`src/rtl/fight_pkg.sv`:
```
`default_nettype none
// ============================================================================
// fight_pkg
// Shared types and constants for the fighting game and its match referee.
// Revision: 1.0
// ============================================================================
package fight_pkg;

  localparam int HEALTH_W = 2;
  localparam int ACTION_W = 3;

  // Referee state encodings, also exported on refState for debug.
  typedef enum logic [2:0] {
    ST_IDLE        = 3'b000,
    ST_ROUND_RESET = 3'b001,
    ST_FIGHT       = 3'b010,
    ST_ROUND_END   = 3'b011,
    ST_MATCH_OVER  = 3'b100
  } ref_state_t;

  // Action codes understood by fightingGame.
  localparam logic [ACTION_W-1:0] ACT_NONE    = 3'd0;
  localparam logic [ACTION_W-1:0] ACT_PUNCH   = 3'd1;
  localparam logic [ACTION_W-1:0] ACT_KICK    = 3'd2;
  localparam logic [ACTION_W-1:0] ACT_BLOCK   = 3'd3;
  localparam logic [ACTION_W-1:0] ACT_SPECIAL = 3'd4;

endpackage
`default_nettype wire

```
`src/rtl/round_timer.sv`:
```
`default_nettype none
// ============================================================================
// round_timer
// Clearable up-counter with a terminal-count flag. Counting stops at the
// terminal value; the referee always leaves FIGHT there, so it never wraps.
// Revision: 1.0
// ============================================================================
module round_timer #(
  parameter int ROUND_TIMEOUT = 64
) (
  input  logic clk,
  input  logic rst_n,
  input  logic clr,
  input  logic en,
  output logic tc
);

  localparam int TW = $clog2(ROUND_TIMEOUT);
  localparam logic [TW-1:0] LAST = TW'(ROUND_TIMEOUT - 1);

  logic [TW-1:0] count;

  assign tc = (count == LAST);

  // Count FIGHT cycles; clear ahead of each round, hold at terminal count.
  always_ff @(posedge clk) begin
    if (!rst_n)
      count <= '0;
    else if (clr)
      count <= '0;
    else if (en && !tc)
      count <= count + 1'b1;
  end

endmodule
`default_nettype wire

```
`src/rtl/match_referee.sv`:
```
`default_nettype none
// ============================================================================
// match_referee
// Runs a best-of-N match on top of fightingGame: resets the game between
// rounds, gates its action strobe, and keeps scores and the match result.
// Revision: 1.0
// ============================================================================
module match_referee
  import fight_pkg::*;
#(
  parameter int WINS_TO_MATCH = 2,
  parameter int HOLD_CYCLES   = 4,
  parameter int ROUND_TIMEOUT = 64
) (
  input  logic                clk,
  input  logic                resetGame,
  input  logic                startMatch,
  input  logic                firstWin,
  input  logic                secondWin,
  input  logic [HEALTH_W-1:0] health1,
  input  logic [HEALTH_W-1:0] health2,
  input  logic                actionEnableIn,
  output logic                actionEnableOut,
  output logic                gameResetN,
  output logic                fightEn,
  output logic [1:0]          score1,
  output logic [1:0]          score2,
  output logic [2:0]          roundNum,
  output logic                matchOver,
  output logic                p1Match,
  output logic                p2Match,
  output logic [2:0]          refState
);

  localparam int HOLD_W = $clog2(HOLD_CYCLES + 1);
  localparam logic [HOLD_W-1:0] HOLD_LAST = HOLD_W'(HOLD_CYCLES - 1);
  localparam logic [1:0]        WIN_CNT   = 2'(WINS_TO_MATCH);

  ref_state_t       state;
  logic [HOLD_W-1:0] hold_cnt;
  logic              timeout;

  round_timer #(.ROUND_TIMEOUT(ROUND_TIMEOUT)) u_timer (
    .clk   (clk),
    .rst_n (resetGame),
    .clr   (state == ST_ROUND_RESET),
    .en    (state == ST_FIGHT),
    .tc    (timeout)
  );

  // The only combinational output: player actions pass only while fighting.
  assign actionEnableOut = actionEnableIn & fightEn;
  assign refState        = state;

  // Referee FSM; every output is registered alongside the state it belongs to.
  always_ff @(posedge clk) begin
    if (!resetGame) begin
      state      <= ST_IDLE;
      gameResetN <= 1'b0;
      fightEn    <= 1'b0;
      score1     <= 2'd0;
      score2     <= 2'd0;
      roundNum   <= 3'd0;
      matchOver  <= 1'b0;
      p1Match    <= 1'b0;
      p2Match    <= 1'b0;
      hold_cnt   <= '0;
    end else begin
      case (state)
        ST_IDLE: begin
          gameResetN <= 1'b0;
          fightEn    <= 1'b0;
          if (startMatch) begin
            state    <= ST_ROUND_RESET;
            score1   <= 2'd0;
            score2   <= 2'd0;
            roundNum <= 3'd0;
          end
        end

        ST_ROUND_RESET: begin
          state      <= ST_FIGHT;
          gameResetN <= 1'b1;
          fightEn    <= 1'b1;
          if (roundNum != 3'd7)
            roundNum <= roundNum + 3'd1;
        end

        ST_FIGHT: begin
          // A simultaneous win is a draw; the timeout falls back to health.
          if (firstWin || secondWin || timeout) begin
            state    <= ST_ROUND_END;
            fightEn  <= 1'b0;
            hold_cnt <= '0;
          end
          if (firstWin && secondWin) begin
            // draw: scores unchanged
          end else if (firstWin) begin
            if (score1 != WIN_CNT) score1 <= score1 + 2'd1;
          end else if (secondWin) begin
            if (score2 != WIN_CNT) score2 <= score2 + 2'd1;
          end else if (timeout) begin
            if (health1 > health2 && score1 != WIN_CNT)
              score1 <= score1 + 2'd1;
            else if (health2 > health1 && score2 != WIN_CNT)
              score2 <= score2 + 2'd1;
          end
        end

        ST_ROUND_END: begin
          if (hold_cnt == HOLD_LAST) begin
            if (score1 == WIN_CNT || score2 == WIN_CNT) begin
              state     <= ST_MATCH_OVER;
              matchOver <= 1'b1;
              p1Match   <= (score1 == WIN_CNT);
              p2Match   <= (score1 != WIN_CNT);
            end else begin
              state      <= ST_ROUND_RESET;
              gameResetN <= 1'b0;
            end
          end else begin
            hold_cnt <= hold_cnt + 1'b1;
          end
        end

        ST_MATCH_OVER: begin
          if (startMatch) begin
            state      <= ST_ROUND_RESET;
            gameResetN <= 1'b0;
            score1     <= 2'd0;
            score2     <= 2'd0;
            roundNum   <= 3'd0;
            matchOver  <= 1'b0;
            p1Match    <= 1'b0;
            p2Match    <= 1'b0;
          end
        end

        default: begin
          state      <= ST_IDLE;
          gameResetN <= 1'b0;
          fightEn    <= 1'b0;
        end
      endcase
    end
  end

endmodule
`default_nettype wire

```
`config.mk`:
```
export PLATFORM = sky130hd
export DESIGN_NAME = match_referee
export DESIGN_NICKNAME = d
export VERILOG_FILES = /design/src/rtl/fight_pkg.sv /design/src/rtl/round_timer.sv /design/src/rtl/match_referee.sv
export SDC_FILE = /design/constraint.sdc
export NUM_CORES = 1
export LEC_CHECK = 0
export BUFFER_PORTS_ARGS = -buffer_cell sky130_fd_sc_hd__buf_2
export CAP_MARGIN = 10
export CORE_ASPECT_RATIO = 0.8
export CORE_MARGIN = 5
export CORE_UTILIZATION = 35
export CTS_CLUSTER_DIAMETER = 100
export DETAILED_ROUTE_END_ITERATION = 12
export GPL_TIMING_DRIVEN = 0
export HOLD_SLACK_MARGIN = 0.03
export PLACE_DENSITY = 0.67
export SETUP_SLACK_MARGIN = 0.3
export SYNTH_ARGS = -nofsm -noshare
export SYNTH_HDL_FRONTEND = slang
export SYNTH_SLANG_ARGS = --single-unit
```
`constraint.sdc`:
```
create_clock -name clk -period 2.7 [get_ports clk]
set_clock_uncertainty 0.05 [all_clocks]
set_input_delay 0.135 -clock clk [delete_from_list [all_inputs] [get_ports clk]]
set_output_delay 0.135 -clock clk [all_outputs]
set_load 0.03 [all_outputs]
```
== Word level (Yosys, flattened, before mapping) ==
Index checks and enable logic that the tools add are counted.

* Register bits: 24
* Latch bits: 0
* RAM bits: 0
* Memory bits (read-only): 0
* Input bits: 10
* Output and inout bits: 16
* Word-level logic and storage cells: 117
* Memories kept: 0

* $add $sub $neg: 5
* Multipliers: 0
* Div/mod/pow operators: 0
* Order comparisons: 2
* Equal/unequal tests: 29
* Shifts and indexed selects: 0
* Mux-type cells: 42
* Bitwise operators: 4
* Reductions and logical operators: 24

{| class="wikitable"
|+ Operator list
! operator !! number
|-
| 2-bit two-way mux || 14
|-
| 3-bit inequality test, second input constant || 9
|-
| 3-bit two-way mux || 8
|-
| 2-bit inequality test, second input constant || 11
|-
| 3-bit case mux with 2 select lines || 2
|-
| 3-bit case mux with 4 select lines || 1
|-
| 1-bit two-way mux || 10
|-
| 3-bit by 2-bit equality test with 1-bit output, second input constant || 3
|-
| 3-bit AND reduction || 3
|-
| 2-bit case mux with 2 select lines || 2
|-
| 4-bit AND reduction || 2
|-
| 8-bit AND reduction || 1
|-
| 2-bit nonzero test || 4
|-
| 7-bit AND reduction || 1
|-
| 3-bit by 1-bit adder with 3-bit output, second input constant || 2
|-
| 6-bit by 1-bit adder with 6-bit output, second input constant || 1
|-
| 6-bit equality test, second input constant || 1
|-
| 1-bit case mux with 2 select lines || 3
|-
| 2-bit OR reduction || 3
|-
| 2-bit by 1-bit adder with 2-bit output, second input constant || 2
|-
| 2-bit equality test, second input constant || 2
|-
| 2-bit > comparator || 2
|-
| 1-bit logical AND || 4
|-
| 1-bit case mux with 4 select lines || 1
|-
| other kinds (10) || 14
|}

== Depth between registers and ports, before layout ==
Gate-level depths: netlist (run 1).

* Depth after elaboration: 9
* Mapped depth: 6

== Modules after synthesis ==
A second synthesis (run 1) with hierarchy kept.

* Cells, all modules: 157
* Area, all modules: 1355.0 µm²

{| class="wikitable"
|+ Modules (own cells, without submodules)
! module !! instances !! cells each !! area each (µm²)
|-
| match_referee || 1 || 124 || 1053.5
|-
| round_timer || 1 || 33 || 301.5
|}

== Worst setup path after synthesis (run 1) ==
Ideal clock, no wire load.

* Kind: register to register
* Start point: reg state[2] (netlist: refState[2])
* End point: reg p2Match
* Library setup time: 0.127 ns
* Arrival: 1.668 ns
* Setup slack: 0.855 ns
* Stages on the path, launching flop included: 6
* Buffers on the path: 1
* Period minus slack after synthesis: 1.845 ns
* Path through: dfxtp_1 buf_2 or4b_2 nand2_1 or2_1 o32ai_1

* Cells in the longest elaborated chain, start to end: 3
* Elaborated cells between the ends (all ways): 8
* Those cells by class: eq/ne: 5; mux: 1; reduce/logical: 2

{| class="wikitable"
|+ Ends and longest elaborated chain
! item !! line !! RTL
|-
| start: declaration || match_referee.sv:39 || <nowiki>ref_state_t state;</nowiki>
|-
| start signal: assignment || match_referee.sv:58 || <nowiki>state <= ST_IDLE;</nowiki>
|-
| start signal: assignment || match_referee.sv:74 || <nowiki>state <= ST_ROUND_RESET;</nowiki>
|-
| start signal: assignment || match_referee.sv:82 || <nowiki>state <= ST_FIGHT;</nowiki>
|-
| 3-bit by 2-bit equality test with 1-bit output / 3-bit equality test (equally long branches) || match_referee.sv:69 || <nowiki>case (state)</nowiki>
|-
| 2-bit inequality test (no line) / 2-bit nonzero test (equally long branches) || n/a ||
|-
| 4-bit AND reduction (no line) || n/a ||
|-
| end signal: assignment || match_referee.sv:116 || <nowiki>p2Match <= (score1 != WIN_CNT);</nowiki>
|-
| end: declaration || match_referee.sv:31 || <nowiki>output logic p2Match,</nowiki>
|}

Several ways; a longest one is shown, not always the timed one.
A chain may end at the register's enable or synchronous reset.

== Worst setup path after layout (run 1) ==
* Start point: reg u_timer.count[0]
* End point: reg score1[1]

* Cells in the longest elaborated chain, start to end: 3

{| class="wikitable"
|+ Ends and longest elaborated chain
! item !! line !! RTL
|-
| start: declaration || round_timer.sv:21 || <nowiki>logic [TW-1:0] count;</nowiki>
|-
| start signal: assignment || round_timer.sv:32 || <nowiki>count <= count + 1'b1;</nowiki>
|-
| 6-bit equality test || round_timer.sv:23 || <nowiki>assign tc = (count == LAST);</nowiki>
|-
| 3-bit inequality test (no line) || n/a ||
|-
| 7-bit AND reduction (no line) || n/a ||
|-
| end signal: assignment || match_referee.sv:99 || <nowiki>if (score1 != WIN_CNT) score1 <= score1 + 2'd1;</nowiki>
|-
| end signal: assignment || match_referee.sv:104 || <nowiki>score1 <= score1 + 2'd1;</nowiki>
|-
| end: declaration || match_referee.sv:26 || <nowiki>output logic [1:0] score1,</nowiki>
|}

Every way passes these cells.

==> results.sh, run 1 <==
export IMPL_outcome="finished, final reports clean"
export IMPL_h_tree_depth=1
export IMPL_final_nets=204
export IMPL_core_mm2=0.003518
export IMPL_clockPowerShare_pct=34.9
export IMPL_ys_seq_elements=24
export IMPL_end_kind="flop"
export IMPL_async_flop_share_pct=0
export IMPL_gr_total_overflow=0
export IMPL_synth_top_area_share_pct=36.68
export IMPL_critPathMaxFanout=5
export IMPL_avgViaCountPerCell=5.367
export IMPL_port_buffers=25
export IMPL_fin_util_pct=44.31
export IMPL_routed_wl_mm=2.910
export IMPL_cp_data_arrival_time_ns=2.16
export IMPL_intPower_w=0.0006407
export IMPL_die_area_mm2=0.005074
export IMPL_r2r_start="u_timer.count[0]"
export IMPL_gp_congestion=0.7994
export IMPL_drtPass1Iterations=4
export IMPL_worstMarginPinSlew_ns=0.5394
export IMPL_min_period_ns=2.055
export IMPL_worst_setup_path_start_kind="flop"
export IMPL_maxCapViolCount=0
export IMPL_synth_edf_count=0
export IMPL_critPathKind="reg -> reg"
export IMPL_p_seq_share_pct=43.2
export IMPL_ys_types=46
export IMPL_synth_most_common_cell="dfxtp_1"
export IMPL_hold_buffers=0
export IMPL_synthFlopType="dfxtp_1"
export IMPL_synth_area_leader_cell="dfxtp_1"
export IMPL_worstSetupStartpoint="u_timer.count[0]"
export IMPL_power_w=0.0009020
export IMPL_irDropWorstVdd_mv=0.2161
export IMPL_via_count=1213
export IMPL_synthTopCellsByCount="24 x dfxtp_1, 17 x a21oi_1, 13 x inv_1, 13 x nand2_1"
export IMPL_antenna_found_initial=0
export IMPL_p_per_area_mw_per_mm2=578.6
export IMPL_drc=0
export IMPL_grt_total_usage_pct=12.77
export IMPL_io_pins=26
export IMPL_synth_seq_area_share_pct=36.68
export IMPL_synth_avg_cell_area_um2=8.452
export IMPL_dp_hpwl_mm=2.258
export IMPL_cts_inserted_buffers=3
export IMPL_rsz0062_at_grt="no"
export IMPL_cts_repair_resized=0
export IMPL_final_seq_area_um2=480.5
export IMPL_clock_sinks=24
export IMPL_setup_viol=0
export IMPL_wl_per_cell_um=12.88
export IMPL_synthTopCellsByArea="dfxtp_1 37%, ha_1 8.6%, a21oi_1 6.5%"
export IMPL_cp_required_ns=2.80
export IMPL_slew_headroom_pct=63.83
export IMPL_finalHoldViolations=0
export IMPL_tns_ns=0
export IMPL_clock_latency_ns=0.27
export IMPL_die_x_um=78.40
export IMPL_grt_pass1_wl_mm=5.278
export IMPL_switching_share_pct=28.97
export IMPL_syn_area_mm2=0.001310
export IMPL_clockBufferDepth=2
export IMPL_antenna_left=0
export IMPL_rows=19
export IMPL_root_buffer="clkbuf_8"
export IMPL_cts_tree="done"
export IMPL_syn_num_nets=174
export IMPL_drive_gt1_share_pct=19.02
export IMPL_clkTransAtPathRegs_ns=0.09
export IMPL_synthCells=155
export IMPL_multiInputGateArea_um2=755.7
export IMPL_holdCritPathClass="in -> reg"
export IMPL_p_sw_w=0.0002613
export IMPL_combPwrFrac_pct=21.9
export IMPL_ys_warn_count=0
export IMPL_diodes=0
export IMPL_drt_iter0_drc=88
export IMPL_min_period_over_period_pct=76.11
export IMPL_num_fill_cells=346
export IMPL_postCtsSetupRepairBufs=0
export IMPL_fmax_mhz=486.7
export IMPL_fin_hold_ws_ns=0.1692
export IMPL_slew_violations=0
export IMPL_grt_start_max_net_pins=15
export IMPL_start_util_pct=37.23
export IMPL_syn_to_final_growth_pct=19.01
export IMPL_power_leakage_nw=0.6275
export IMPL_grt_pass1_vias=1141
export IMPL_worstHoldStart="secondWin"
export IMPL_die_h_um=64.72
-- stage by stage --
stage               area, um2  worst slack [ns]  instances
floorplan                1310            0.8546        155
global placement         1488            0.6765        222
detailed placement       1488            0.6824        222
CTS                      1559            0.6611        226
global route             1559            0.4927        226
finish                   1559            0.6451        226
-- registers in the layout (all words and copies together) (netlist names) --
name and count:
score1 2, refState 3, gameResetN 1, roundNum 3, u_timer.count 6, p1Match 1
score2 2, matchOver 1, hold_cnt 3, p2Match 1, fightEn 1
-- layer usage --
metal,wire [um],track usage [%],up-vias
li1,-,-,631
met1,1469,16.91,561
met2,1268,20.83,19
met3,144,3.740,2
met4,28,2.620,0
met5,0,0,-
-- layout make-up --
| cell class | count | area share (%) |
|---|---|---|
| multi-input combinational | 112 | 48.47 |
| sequential | 24 | 30.82 |
| timing repair buffer | 25 | 8.026 |
| tap | 42 | 3.371 |
| inverter | 13 | 3.130 |
| clock buffer | 3 | 2.648 |
| clock inverter | 1 | 1.926 |
| buffer | 6 | 1.605 |
-- cells by family after synthesis --
family	share of synthesized area, %
flops	36.68
fa+ha+maj	8.596
simple gates	25.12
mux	1.528
xor+xnor	1.337
buf+inv	5.635
compound gates	21.11
-- critical path: stages (launching register included) --
cell      delay (ns)
dfxtp_1         0.37
ha_1            0.26
and4_4          0.28
or4b_1          0.50
a211oi_1        0.33
o22ai_1         0.14
-- final timing paths --
| kind | endpoint | slack [ns] | cells past startpoint |
|---|---|---|---|
| min | score1[1] | 0.17 | 3 |
| max reg2reg | score1[1] | 0.65 | 5 |
| max | score1[1] | 0.65 | 5 |
| min reg2reg | p2Match | 0.42 | 2 |
-- power groups by stage --
stage	sequential (W)	combinational, W	clock, W
floorplan	0.000424	0.000117	0
global placement	0.000398	0.000195	0
detailed placement	0.000398	0.000197	0
CTS	0.000390	0.000198	0.000324
global route	0.000393	0.000222	0.000339
finish	0.000390	0.000197	0.000315
-- placed cells by master, fill, tap and decap left out, types with 5 or more instances in the layout --
| cell | synthesis | routed |
|---|---|---|
| inv_1 | 13 | 13 |
| nand2_1 | 13 | 13 |
| dfxtp_1 | 24 | 24 |
| a21oi_1 | 17 | 17 |
| nand3_1 | 8 | 8 |
| buf_2 | 2 | 27 |
| ha_1 | 9 | 9 |
| a211oi_1 | 5 | 5 |
| nor2_1 | 9 | 9 |
No activity file was read; power rests on OpenSTA's default activity.
==> run 2: changes to the inputs <==
==> constraint.sdc (replaced) <==
create_clock -name clk -period 2.15 [get_ports clk]
set_clock_uncertainty 0.05 [all_clocks]
set_input_delay 0.1075 -clock clk [delete_from_list [all_inputs] [get_ports clk]]
set_output_delay 0.1075 -clock clk [all_outputs]
set_load 0.03 [all_outputs]
==> run 2 against run 1 <==
  * Register-to-register slack got worse by 0.34 ns
  * Routed wire length increased by 6.4%
  * First-iteration DRC count decreased by 4.5%
  * Worst setup slack got worse by 0.34 ns
  * Sequential power increased by 26%
  * Combinational power increased by 41%
  * Critical path type unchanged
==> results.sh, run 2 (synthesis gave the netlist of run 1 again) <==
export IMPL_outcome="finished, final reports clean"
export IMPL_clockBufferDepth=2
export IMPL_routed_wl_mm=3.095
export IMPL_drive_gt1_share_pct=26.74
export IMPL_syn_to_final_growth_pct=26.65
export IMPL_gp_congestion=0.7994
export IMPL_rows=19
export IMPL_finalHoldViolations=0
export IMPL_root_buffer="clkbuf_8"
export IMPL_clock_latency_ns=0.27
export IMPL_fmax_mhz=541.1
export IMPL_setup_viol=0
export IMPL_cts_inserted_buffers=3
export IMPL_grt_total_usage_pct=12.92
export IMPL_final_nets=207
export IMPL_avgViaCountPerCell=5.450
export IMPL_h_tree_depth=1
export IMPL_antenna_left=0
export IMPL_clkTransAtPathRegs_ns=0.09
export IMPL_max_stage_delay_ns=0.51
export IMPL_slew_violations=0
export IMPL_cp_slowest_cell="or4b_4"
export IMPL_rsz0062_at_grt="yes"
export IMPL_die_h_um=64.72
export IMPL_tns_ns=0
export IMPL_grt_start_max_net_pins=15
export IMPL_layout_common_cells="27 x buf_2, 22 x dfxtp_1, 16 x a21oi_1"
export IMPL_r2r_start="u_timer.count[1]"
export IMPL_die_x_um=78.40
export IMPL_power_leakage_nw=0.6578
export IMPL_min_period_over_period_pct=85.95
export IMPL_cp_cell_sequence="ha_4 > and4_4 > or4b_4 > a211o_1 > o32ai_1"
export IMPL_port_buffers=25
export IMPL_drt_iter0_drc=84
export IMPL_die_area_mm2=0.005074
export IMPL_diodes=0
export IMPL_wl_per_cell_um=13.52
export IMPL_cp_required_ns=2.28
export IMPL_slew_headroom_pct=64.39
export IMPL_r2r_end="score1[0]"
export IMPL_via_count=1248
export IMPL_cp_data_arrival_time_ns=1.98
export IMPL_num_fill_cells=321
export IMPL_end_kind="flop"
export IMPL_top_register="u_timer.count"
export IMPL_irDropWorstVdd_mv=0.2781
export IMPL_critPathKind="reg -> reg"
export IMPL_io_pins=26
export IMPL_core_mm2=0.003518
export IMPL_dp_hpwl_mm=2.258
export IMPL_min_period_ns=1.848
export IMPL_drtPass1Iterations=4
export IMPL_holdCritPathClass="in -> reg"
export IMPL_endpoint="score1[0]"
export IMPL_fin_util_pct=47.16
export IMPL_antenna_found_initial=0
export IMPL_final_common_cell="buf_2"
export IMPL_critPathMaxFanout=5
export IMPL_clock_sinks=24
export IMPL_rr_worst_depth=5
export IMPL_maxCapViolCount=0
export IMPL_drc=0
export IMPL_cts_tree="done"
export IMPL_grt_pass1_vias=1165
export IMPL_largest_reg_flops=6
export IMPL_worstSetupStartpoint="u_timer.count[1]"
export IMPL_start_util_pct=37.23
export IMPL_r2r_slack_ns=0.30
export IMPL_grt_pass1_wl_mm=5.354
export IMPL_gr_total_overflow=0
export IMPL_worst_setup_path_start_kind="flop"
export IMPL_p_per_area_mw_per_mm2=701.0
export IMPL_worstMarginPinSlew_ns=0.5309
==> run 2: changes by cell type in the layout (fill, tap and decap cells not counted), sizes merged <==
cell  delta
buf      +3
==> run 2: worst max-delay path: cells and delay by family (launching register included) <==
| family | cells | cell delay, ns |
|---|---|---|
| fa+ha+maj | 1 | 0.15 |
| simple gates | 2 | 0.77 |
| compound gates | 2 | 0.42 |
| flops | 1 | 0.38 |
==> run 2: stage by stage <==
step / cells / hold slack, ns / total power [W] / setup slack, ns / area, um2
after floorplan: 155 / 0.2520 / 0.0006794 / 0.3046 / 1310
after global placement: 222 / 0.4131 / 0.0007448 / 0.1265 / 1488
after detailed placement: 222 / 0.4140 / 0.0007463 / 0.1324 / 1488
after CTS: 227 / 0.1318 / 0.001155 / 0.3063 / 1598
after global routing: 229 / 0.1498 / 0.001229 / 0.2242 / 1659
final: 229 / 0.1488 / 0.001163 / 0.3020 / 1659
==> run 2: timing repair <==
| item | CTS | global route |
|---|---|---|
| endpoints found under the hold margin | 0 | 0 |
| pin swaps | 0 | 3 |
| setup endpoints to repair | 3 | 9 |
| buffers inserted | 1 | 2 |
| resized for setup | 8 | 10 |
| hold buffers | 0 | 0 |
| gates cloned | 0 | 0 |
==> run 2: how the worst min path moves through the flow <==
stage / startpoint / to / depth (start not counted)
after floorplan: secondWin / score1[1] / 2
after global placement: p2Match / p2Match / 2
after detailed placement: p2Match / p2Match / 2
after CTS: secondWin / score1[1] / 3
after global routing: startMatch / refState[2] / 3
final: startMatch / refState[2] / 3
==> run 2: power breakdown <==
| group | switching (W) | total, W | internal, W |
|---|---|---|---|
| combinational | 0.000174 | 0.000277 | 0.000103 |
| sequential | 0.0000228 | 0.000491 | 0.000468 |
| clock | 0.000146 | 0.000395 | 0.000249 |
==> run 2: final cells by class <==
class,count,area [um2],area share [%]
Buffer,6,26.28,1.584
Timing Repair Buffer,28,147.6,8.899
Clock inverter,1,30.03,1.810
Clock buffer,3,41.29,2.489
Tap cell,42,52.55,3.167
Sequential cell,24,488.0,29.41
Inverter,13,48.80,2.941
Multi-Input combinational cell,112,824.5,49.70
==> run 2: per-layer routing <==
layer  track usage, %  wire, um
met5                0         0
met4            2.620        28
met3            3.740       124
met2            21.15      1439
met1            17.08      1504
==> run 3: changes to the inputs <==
--- a/config.mk
+++ b/config.mk
@@ -5,16 +5,16 @@
 export SDC_FILE = /design/constraint.sdc
 export NUM_CORES = 1
 export LEC_CHECK = 0
-export BUFFER_PORTS_ARGS = -buffer_cell sky130_fd_sc_hd__buf_2
 export CAP_MARGIN = 10
 export CORE_ASPECT_RATIO = 0.8
 export CORE_MARGIN = 5
 export CORE_UTILIZATION = 35
 export CTS_CLUSTER_DIAMETER = 100
 export DETAILED_ROUTE_END_ITERATION = 12
+export DONT_BUFFER_PORTS = 1
 export GPL_TIMING_DRIVEN = 0
 export HOLD_SLACK_MARGIN = 0.03
-export PLACE_DENSITY = 0.67
+export PLACE_DENSITY = 0.61
 export SETUP_SLACK_MARGIN = 0.3
 export SYNTH_ARGS = -nofsm -noshare
 export SYNTH_HDL_FRONTEND = slang
==> constraint.sdc (replaced) <==
create_clock -name clk -period 2.15 [get_ports clk]
set_clock_uncertainty 0.05 [all_clocks]
set_input_delay 0.1075 -clock clk [delete_from_list [all_inputs] [get_ports clk]]
set_output_delay 0.1075 -clock clk [all_outputs]
set_load 0.05 [all_outputs]
==> run 3 against run 2 <==
  * Sequential cell count is the same
  * Register-to-register slack better by 0.03 ns
  * Clock power about the same
  * Final cell count fell by 11%
  * Routed wire length rose by 6.8%
  * Critical path depth unchanged
  * Worst hold slack lost 0.095 ns
  * Combinational power decreased by 22%
  * Non-clock buffer count is 25 lower
  * Sequential power grew 14%
  * Sequential share of layout area up 2.7 points
  * Power is 1.2% higher
  * Critical path type unchanged
  * Largest cell class unchanged
  * Largest power group unchanged
  * Highest routed layer unchanged
==> results.sh, run 3 (synthesis gave the netlist of run 1 again) <==
export IMPL_antenna_left=0
export IMPL_io_pins=26
export IMPL_wl_met1_mm=1.329
export IMPL_rows=19
export IMPL_intPower_w=0.0008052
export IMPL_finalHoldViolations=0
export IMPL_cp_data_arrival_time_ns=1.95
export IMPL_antenna_found_initial=0
export IMPL_cp_required_ns=2.28
export IMPL_cts_inserted_buffers=3
export IMPL_root_buffer="clkbuf_8"
export IMPL_clockPowerShare_pct=33.8
export IMPL_end_kind="flop"
export IMPL_die_area_mm2=0.005074
export IMPL_wl_per_cell_um=16.20
export IMPL_clock_latency_ns=0.27
export IMPL_top_register="u_timer.count"
export IMPL_port_buffers=0
export IMPL_wl_met2_mm=1.753
export IMPL_clock_sinks=24
export IMPL_crit_family="simple AND/OR/NAND/NOR gates"
export IMPL_cp_slowest_cell="or4b_4"
export IMPL_start_util_pct=37.23
export IMPL_largest_reg_flops=6
export IMPL_p_per_area_mw_per_mm2=737.8
export IMPL_h_tree_depth=1
export IMPL_num_fill_cells=329
export IMPL_hold_end="roundNum[0]"
export IMPL_cts_tree="done"
export IMPL_r2r_slack_ns=0.33
export IMPL_drive_gt1_share_pct=23.46
export IMPL_final_nets=182
export IMPL_drt_iter0_drc=66
export IMPL_fin_hold_ws_ns=0.05381
export IMPL_drc=0
export IMPL_combPwrFrac_pct=18.4
export IMPL_avgViaCountPerCell=5.946
export IMPL_grt_pass1_vias=1191
export IMPL_slew_headroom_pct=60.68
export IMPL_gp_congestion=0.8377
export IMPL_worst_setup_path_start_kind="flop"
export IMPL_min_period_over_period_pct=84.75
export IMPL_layout_common_cells="15 x a21oi_1, 15 x dfxtp_1, 12 x inv_1, 12 x nand2_1"
export IMPL_die_h_um=64.72
export IMPL_cp_cell_sequence="ha_4 > and4_4 > or4b_4 > a211o_1 > o32ai_1"
export IMPL_met3_wirelength_um=184
export IMPL_setup_ws_ns=0.3278
export IMPL_clkTransAtPathRegs_ns=0.09
export IMPL_rsz0062_at_grt="yes"
export IMPL_final_seq_area_um2=511.7
export IMPL_outcome="finished, final reports clean"
export IMPL_switching_share_pct=31.59
export IMPL_critPathMaxFanout=5
export IMPL_p_seq_share_pct=47.7
export IMPL_worstHoldStart="startMatch"
export IMPL_dp_hpwl_mm=2.400
export IMPL_core_mm2=0.003518
export IMPL_tns_ns=0
export IMPL_pre_cts_ws_ns=0.1230
export IMPL_multiInputGateArea_um2=847.1
export IMPL_diodes=0
export IMPL_r2r_start="u_timer.count[0]"
export IMPL_max_stage_delay_ns=0.48
export IMPL_grt_pass1_wl_mm=5.354
export IMPL_maxCapViolCount=0
export IMPL_critPathKind="reg -> reg"
export IMPL_power_leakage_nw=0.5445
export IMPL_syn_to_final_growth_pct=21.78
export IMPL_rr_worst_depth=5
export IMPL_routed_wl_mm=3.305
export IMPL_via_count=1213
export IMPL_slew_violations=0
export IMPL_setup_viol=0
export IMPL_top_layer="met4"
export IMPL_holdCritPathClass="in -> reg"
export IMPL_grt_total_usage_pct=13.21
export IMPL_cp_num_buf_inv=0
export IMPL_clockBufferDepth=2
export IMPL_grt_start_max_net_pins=15
export IMPL_r2r_end="score1[0]"
export IMPL_fmax_mhz=548.8
export IMPL_die_x_um=78.40
export IMPL_p_sw_w=0.0003718
export IMPL_hold_depth=3
export IMPL_worstMarginPinSlew_ns=0.5890
export IMPL_min_period_ns=1.822
export IMPL_drtPass1Iterations=4
export IMPL_gr_total_overflow=0
export IMPL_irDropWorstVdd_mv=0.2959
## run 3: layout make-up
type | count | share of cell area, %
inverter | 13 | 3.059
sequential | 24 | 32.08
multi-input combinational | 112 | 53.10
clock inverter | 1 | 1.882
clock buffer | 3 | 2.588
timing repair buffer | 3 | 1.725
tap | 42 | 3.294
buffer | 6 | 2.275
## run 3: worst reg2reg max path, delay by kind of cell, from the launching register on
kind,cells,cell delay (ns)
and+or+nand+nor,2,0.73
adders and majority gates,1,0.15
DFF,1,0.38
AOI/OAI and AO/OA,2,0.43
## run 3: how the worst max path moves through the flow
stage / slack [ns] / endpoint / from / cells after the start
final: 0.33 / score1[0] / u_timer.count[0] / 5
after CTS: 0.26 / p2Match / score1[0] / 6
after floorplan: 0.28 / p2Match / score1[0] / 6
after global routing: 0.24 / p2Match / score2[0] / 6
after global placement: 0.16 / p2Match / score1[0] / 6
after detailed placement: 0.12 / p2Match / score1[0] / 6
## run 3: power by group through the flow
stage	Sequential [W]	Clock, W	Combinational [W]
floorplan	0.000563	0	0.000148
global placement	0.000570	0	0.000179
detailed placement	0.000572	0	0.000186
CTS	0.000562	0.000407	0.000200
global route	0.000566	0.000424	0.000240
finish	0.000562	0.000398	0.000217
## run 3: through the flow
step                      area, um2  cells  util, %  total power (W)
after floorplan                1318    155        -        0.0007112
after global placement         1370    197    38.94        0.0007497
after detailed placement       1370    197    38.94        0.0007581
after CTS                      1513    203    42.99         0.001169
after global routing           1595    204    45.34         0.001229
final                          1595    204    45.34         0.001177
## run 3: layer usage
metal  global-route usage [%]  up-vias
met3                    4.432        5
met4                    5.895        0
met5                        0        -
li1                         -      587
met1                    13.60      598
met2                    24.47       23
## run 3: repair_timing
item,4_1_cts,5_1_grt
hold buffers,2,0
hold endpoints to repair,3,0
gates resized for setup,18,20
setup endpoints to repair,13,14
pin swaps,0,2
buffers inserted,0,1
